==> src/rtl/microcode_queue_pkg.sv <==
// Shared types for the decode-to-execute micro-op queue.
// An entry is a decoded uop tagged with the PC it came from.
package microcode_queue_pkg;

  typedef logic [31:0] int_reg_t;

  typedef struct packed {
    logic [6:0] opcode;
    logic [4:0] rd;
    logic [4:0] rs1;
    logic [4:0] rs2;
    logic [3:0] alu_op;
  } micro_code_t;

  typedef struct packed {
    micro_code_t uop;
    int_reg_t    pc;
  } entry_t;

  function automatic int ptr_w(input int depth);
    return (depth > 1) ? $clog2(depth) : 1;
  endfunction

  function automatic int cnt_w(input int depth);
    return $clog2(depth + 1);
  endfunction

endpackage

==> src/rtl/microcode_queue_storage.sv <==
// Entry array for the micro-op queue: ENQ_W write ports, DEQ_W combinational
// read ports, all addressed by queue pointers.
module microcode_queue_storage
  import microcode_queue_pkg::*;
#(
  parameter int DEPTH = 8,
  parameter int ENQ_W = 2,
  parameter int DEQ_W = 1,
  parameter int PTR_W = ptr_w(DEPTH)
) (
  input  logic                         clk,
  input  logic [ENQ_W-1:0]             wr_en,
  input  logic [ENQ_W-1:0][PTR_W-1:0]  wr_addr,
  input  entry_t [ENQ_W-1:0]           wr_data,
  input  logic [DEQ_W-1:0][PTR_W-1:0]  rd_addr,
  output entry_t [DEQ_W-1:0]           rd_data
);

  entry_t mem_q [DEPTH];

  // NOTE: the array has no reset; validity is tracked by the pointers and count,
  // so clearing storage would only add reset fan-out.
  always_ff @(posedge clk) begin
    for (int k = 0; k < ENQ_W; k++) begin
      if (wr_en[k]) mem_q[wr_addr[k]] <= wr_data[k];
    end
  end

  always_comb begin
    for (int i = 0; i < DEQ_W; i++) begin
      rd_data[i] = mem_q[rd_addr[i]];
    end
  end

endmodule

==> src/rtl/microcode_queue.sv <==
// In-order multi-lane FIFO of decoded uops between decode and execute.
// Holds the pointers, occupancy and handshakes; storage lives in the sub-module.
module microcode_queue
  import microcode_queue_pkg::*;
#(
  parameter int DEPTH = 8,
  parameter int ENQ_W = 2,
  parameter int DEQ_W = 1
) (
  input  logic                         clk,
  input  logic                         reset,
  input  logic                         flush,
  input  logic [ENQ_W-1:0]             enq_valid,
  output logic                         enq_ready,
  input  micro_code_t [ENQ_W-1:0]      enq_uop,
  input  int_reg_t [ENQ_W-1:0]         enq_pc,
  output logic [DEQ_W-1:0]             deq_valid,
  input  logic [DEQ_W-1:0]             deq_ready,
  output micro_code_t [DEQ_W-1:0]      deq_uop,
  output int_reg_t [DEQ_W-1:0]         deq_pc,
  output logic [$clog2(DEPTH+1)-1:0]   count
);

  localparam int PTR_W = ptr_w(DEPTH);
  localparam int CNT_W = cnt_w(DEPTH);

  logic [PTR_W-1:0] head_q, head_d, tail_q, tail_d;
  logic [CNT_W-1:0] count_q, count_d, n_enq, n_deq;
  logic             take;

  logic [ENQ_W-1:0]            wr_en;
  logic [ENQ_W-1:0][PTR_W-1:0] wr_addr;
  entry_t [ENQ_W-1:0]          wr_data;
  logic [DEQ_W-1:0][PTR_W-1:0] rd_addr;
  entry_t [DEQ_W-1:0]          rd_data;

  // Registered count only: a full queue refuses even while it is draining.
  assign enq_ready = (CNT_W'(DEPTH) - count_q) >= CNT_W'(ENQ_W);
  assign count     = count_q;

  // NOTE: every output of a combinational block gets a value on every path
  // (here by a default first), otherwise synthesis infers a latch.
  always_comb begin
    n_enq = '0;
    for (int k = 0; k < ENQ_W; k++) begin
      wr_en[k]       = enq_ready && enq_valid[k] && !flush;
      wr_addr[k]     = tail_q + PTR_W'(k);
      wr_data[k].uop = enq_uop[k];
      wr_data[k].pc  = enq_pc[k];
      if (enq_ready && enq_valid[k]) n_enq = n_enq + CNT_W'(1);
    end
  end

  // A lane pops only if every lane ahead of it pops too.
  always_comb begin
    n_deq = '0;
    take  = 1'b1;
    for (int i = 0; i < DEQ_W; i++) begin
      deq_valid[i] = count_q > CNT_W'(i);
      rd_addr[i]   = head_q + PTR_W'(i);
      deq_uop[i]   = rd_data[i].uop;
      deq_pc[i]    = rd_data[i].pc;
      take         = take && deq_valid[i] && deq_ready[i];
      if (take) n_deq = n_deq + CNT_W'(1);
    end
  end

  always_comb begin
    head_d  = head_q + PTR_W'(n_deq);
    tail_d  = tail_q + PTR_W'(n_enq);
    count_d = count_q + n_enq - n_deq;
    if (flush) begin
      head_d  = '0;
      tail_d  = '0;
      count_d = '0;
    end
  end

  // NOTE: sequential state uses non-blocking assignments so every flop samples
  // the pre-edge values regardless of statement order.
  always_ff @(posedge clk or posedge reset) begin
    if (reset) begin
      head_q  <= '0;
      tail_q  <= '0;
      count_q <= '0;
    end else begin
      head_q  <= head_d;
      tail_q  <= tail_d;
      count_q <= count_d;
    end
  end

  microcode_queue_storage #(
    .DEPTH (DEPTH),
    .ENQ_W (ENQ_W),
    .DEQ_W (DEQ_W),
    .PTR_W (PTR_W)
  ) u_storage (
    .clk     (clk),
    .wr_en   (wr_en),
    .wr_addr (wr_addr),
    .wr_data (wr_data),
    .rd_addr (rd_addr),
    .rd_data (rd_data)
  );

  a_enq_prefix : assert property (@(posedge clk) disable iff (reset)
    ((enq_valid & (enq_valid + ENQ_W'(1))) == '0));
  a_count_max : assert property (@(posedge clk) disable iff (reset)
    (count_q <= CNT_W'(DEPTH)));
  a_empty_no_valid : assert property (@(posedge clk) disable iff (reset)
    ((count_q == '0) |-> (deq_valid == '0)));

endmodule

==> config.mk <==
export PLATFORM = sky130hd
export DESIGN_NAME = microcode_queue
export DESIGN_NICKNAME = d
export VERILOG_FILES = /design/src/rtl/microcode_queue_pkg.sv /design/src/rtl/microcode_queue_storage.sv /design/src/rtl/microcode_queue.sv
export SDC_FILE = /design/constraint.sdc
export NUM_CORES = 1
export LEC_CHECK = 0
export ABC_AREA = 1
export CAP_MARGIN = 20
export CORE_ASPECT_RATIO = 1.75
export CORE_UTILIZATION = 30
export DETAILED_ROUTE_END_ITERATION = 6
export GPL_ROUTABILITY_DRIVEN = 0
export GPL_TIMING_DRIVEN = 0
export PLACE_DENSITY_LB_ADDON = 0.1
export REMOVE_ABC_BUFFERS = 1
export SLEW_MARGIN = 0
export SYNTH_ARGS = -nofsm -noshare
export SYNTH_HDL_FRONTEND = slang
export SYNTH_SLANG_ARGS = --single-unit
==> constraint.sdc <==
create_clock -name clk -period 11.9 [get_ports clk]
set_clock_uncertainty 0.05 [all_clocks]
set_input_delay 2.38 -clock clk [delete_from_list [all_inputs] [get_ports clk]]
set_output_delay 2.38 -clock clk [all_outputs]
set_load 0.02 [all_outputs]
### Yosys cells after proc, flatten, opt, wreduce, memory -nomap -nowiden

Memory sizes are Yosys's and may differ from the RTL's.
Index checks and enable logic that the tools add are counted.

| storage, ports and cells | value |
|---|---|
| register bits after elaboration | 10 |
| memory bits (writable) | 464 |
| input port bits | 122 |
| output and inout bits | 64 |
| word-level logic and storage cells | 29 |
| memories kept | 1 |

| cells by class | value |
|---|---|
| add/subtract/negate cells | 7 |
| $lt $le $gt $ge | 2 |
| mux-type cells | 10 |
| reduce and logical (&&, ||, !) cells | 6 |

Memory list:

| name | depth | width | rd ports | clocked after memory_dff | wr ports | RTL line | source |
|---|---|---|---|---|---|---|---|
| u_storage.mem_q | 8 | 58 | 1 | 0 | 2 | microcode_queue_storage.sv:19 | `entry_t mem_q [DEPTH];` |

Operator list:

| kind | number |
|---|---|
| 2-to-1 mux 4 bit | 2 |
| adder 3 bit | 2 |
| 2-to-1 mux 1 bit | 6 |
| 2-to-1 mux 3 bit | 2 |
| logical AND 1 bit | 5 |
| adder 4 x 1 -> 4 bit (second input constant) | 1 |
| adder 4 bit | 1 |
| >= comparator 4 x 2 -> 1 bit (second input constant) | 1 |
| greater-than comparator 4 x 1 -> 1 bit (second input constant) | 1 |
| subtractor 4 bit | 1 |
| subtractor 4 bit (first input constant) | 1 |
| adder 3 x 1 -> 3 bit (second input constant) | 1 |
| logical NOT 1 bit | 1 |

### Logic depth before layout (Yosys ltp)

| depth | value |
|---|---|
| depth in word-level cells | 9 |
| mapped depth | 18 |
| gate-level depth less buffers | 17 |

### Modules after synthesis

From an unflattened synthesis, not the netlist that was laid out.

| unflattened totals | value |
|---|---|
| cells, all modules | 3,265 |
| area, all modules | 26,210.1 um2 |

By module, submodules not included:

| module | instances | cells each | area an instance (um2) | seq. area each (um2) |
|---|---|---|---|---|
| microcode_queue_storage | 1 | 3,182 | 25,488.2 | 13,933.4 |
| microcode_queue | 1 | 83 | 721.9 | 250.2 |

### Worst setup path before layout

No wires, ideal clock.

| timing path | value |
|---|---|
| path type | input -> register |
| from | input port flush |
| to | memory u_storage.mem_q[0][0] (netlist name), enable pin |
| library setup time | 0.554 ns |
| data arrival time | 7.136 ns |
| required time | 11.296 ns |
| setup slack | 4.160 ns |
| cell stages on the path | 5 |
| buffers on the path | 2 |
| cell sequence | buf_2 > inv_1 > buf_2 > nand3_1 > o21ai_0 |

RTL lines:

| item | RTL line | source |
|---|---|---|
| from (decl) | microcode_queue.sv:12 | `input logic flush,` |
| to (decl) | microcode_queue_storage.sv:19 |  |

==> impl_metrics.toml <==
[clock_network]
clock_sinks = 474
cts-root-buf = "clkbuf_16"
cts_buffer_depth = 3
cts_max_level = 2
hold_buffers = 0
cts_resized = 0
cts_buffers = 50
clkTransAtPathRegs_ns = 0.07
cts_tree = "done"
insertion_delay_ns = 0.62
post_cts_buffers = 0

[job]
cap_violations = 0

[sta]
hold_violations = 0
worst_pin_slew_ns = 0.9825
tns_ns = 0
whs_ns = 0.6435
min_period_over_period_pct = 55.38
rsz0062_at_grt = "no"
period_minus_slack_ns = 6.590
drv_slew = 0
finalSetupViolations = 0
max_freq_ghz = 0.1517
slew_headroom_pct = 34.25

[worst_setup_path]
worstPathRequired_ns = 9.47
path_max_fanout = 76
crit_type = "reg -> out"
endpoint_kind = "output pin"
rrSetupSlack_ns = 8.28
setup.worst_path.start_class = "flop"
crit_arrival_ns = 4.16
reg2reg_depth = 10

[cells_and_area]
syn_to_final_growth_pct = 21.79
final_util_pct = 36.86
nets = 3277
mostFrequentLayoutCells = "nand2_1, edfxtp_1, nor2_1"
final_common_cell = "nand2_1"
final_cells = 4246
drive_gt1_share_pct = 5.853

[power]
total_power_mw = 5.880
power.density_nw_per_um2 = 191.8
p_leak_nw = 12.45
vdd_drop_max_v = 0.0001169

[worst_hold_path]
hold_path.class = "reg -> reg"
hold_path_depth = 2

[drt]
wl_um = 94720
drtAntennaViolNets = 0
dr_total_vias = 21480
drtIter0Drc = 1895
via_per_inst = 5.059
wire_per_inst_um = 22.31
remaining_drc_errors = 0
dr.pass1.iters = 7

[die]
core_um2 = 83200
die_area_um2 = 85140
start_util_pct = 30.26
ios = 186
die-height_um = 385.2
num_rows = 140
die_w_um = 221

[yosys]
synthCells = 3116
ys_seq_area_share_pct = 56.33
syn-mean-instance-area_um2 = 8.081
synth_seq_cells = 474
yosysUniqueCellTypes = 23
synth_area_um2 = 25180
yosysWarnings = 0

[placed_design]
dpl.cell_count = 4153
hpwl_um = 59160
numPortBuffers = 185

[outcome]
outcome = "complete, no violations"

[grt]
grt_pass1_wl_um = 139700
track_usage_pct = 22.17
grt_pass1_vias = 21480
gr-total-overflow = 0
antenna_found_initial = 10
grt_max_degree = 87
==> worst paths after layout <==
kind / from / to
min in group asynchronous: reset / tail_q[2]
min: head_q[1] / head_q[2]
max reg2reg: count[0] / u_storage.mem_q[2][23]
max: head_q[0] / deq_uop[11]
max in group asynchronous: reset / head_q[1]
min reg2reg: head_q[1] / head_q[2]
==> routing by layer <==
layer  track usage [%]  wire length (µm)  share of wire [%]
met3             3.323              6343                6.7
met4             7.861              2954                3.1
met5                 0                91              0.096
met1             28.23             39300                 41
met2             38.14             46030                 49
==> worst max-delay path, stage by stage (launching register included) <==
cell	delay (ns)
dfrtp_4	0.70
buf_12	0.29
buf_12	0.21
inv_8	0.38
buf_16	0.38
nor2_1	0.06
o21ai_0	0.17
a21oi_1	0.07
a31oi_1	0.51
clkdlybuf4s50_1	0.72
==> metrics by stage <==
stage	instance area, µm²	setup slack [ns]
detailed placement	29150	5.771
global placement	26900	-9.767
finish	30670	5.310
global route	30660	5.090
CTS	30660	5.197
floorplan	23710	2.361
==> Yosys cell counts <==
master | n | area share [%]
nand4_2 | 3 | 0.15
inv_1 | 31 | 0.46
xnor2_1 | 1 | 0.035
a31oi_1 | 58 | 1.4
edfxtp_1 | 464 | 55
buf_2 | 136 | 2.7
clkbuf_1 | 96 | 1.4
ha_1 | 13 | 0.65
nand3_2 | 2 | 0.080
inv_2 | 7 | 0.10
buf_1 | 13 | 0.19
fa_1 | 2 | 0.16
dfrtp_1 | 10 | 0.99
buf_4 | 30 | 0.89
nand2_1 | 1577 | 24
a21oi_1 | 62 | 1.2
and2_1 | 1 | 0.025
nor2_2 | 4 | 0.099
clkbuf_2 | 30 | 0.60
o21ai_0 | 243 | 4.8
nand3_1 | 13 | 0.26
nor2_1 | 315 | 4.7
nand4_1 | 5 | 0.12
==> layout make-up <==
class                   instances  area, µm²
fillers                      8248      52540
flip-flops and latches        474      14190
multi-input cells            2299       9554
diodes                          3      7.507
clock inverters                22      127.6
well taps                    1065       1333
repair buffers                277       3909
clock buffers                  68       1383
inverters                      38      157.7
==> kinds of logic (layout without fill, tap and decap cells) <==
logic type	Yosys count	after routing	share of synthesized area [%]
and+or+nand+nor	1920	1920	28.94
DFF	474	474	56.33
AOI/OAI and AO/OA	363	363	7.504
buffers and inverters	343	405	6.385
adders and majority gates	15	15	0.8050
xor gates and xnor gates	1	1	0.03479
other	0	3	0
==> registers in the layout, summed over array words and instances (netlist names) <==
signal,flops
head_q,3
u_storage.mem_q,464
tail_q,3
count,4
==> power by group <==
group / switching [mW] / internal, mW / leakage (nW) / total (mW)
clock: 0.697 / 0.832 / 0.735 / 1.53
sequential: 0.0735 / 2.10 / 4.34 / 2.18
combinational: 1.41 / 0.761 / 7.38 / 2.18
total: 2.18 / 3.70 / 12.4 / 5.88
Power figures use the tool's default switching activity.
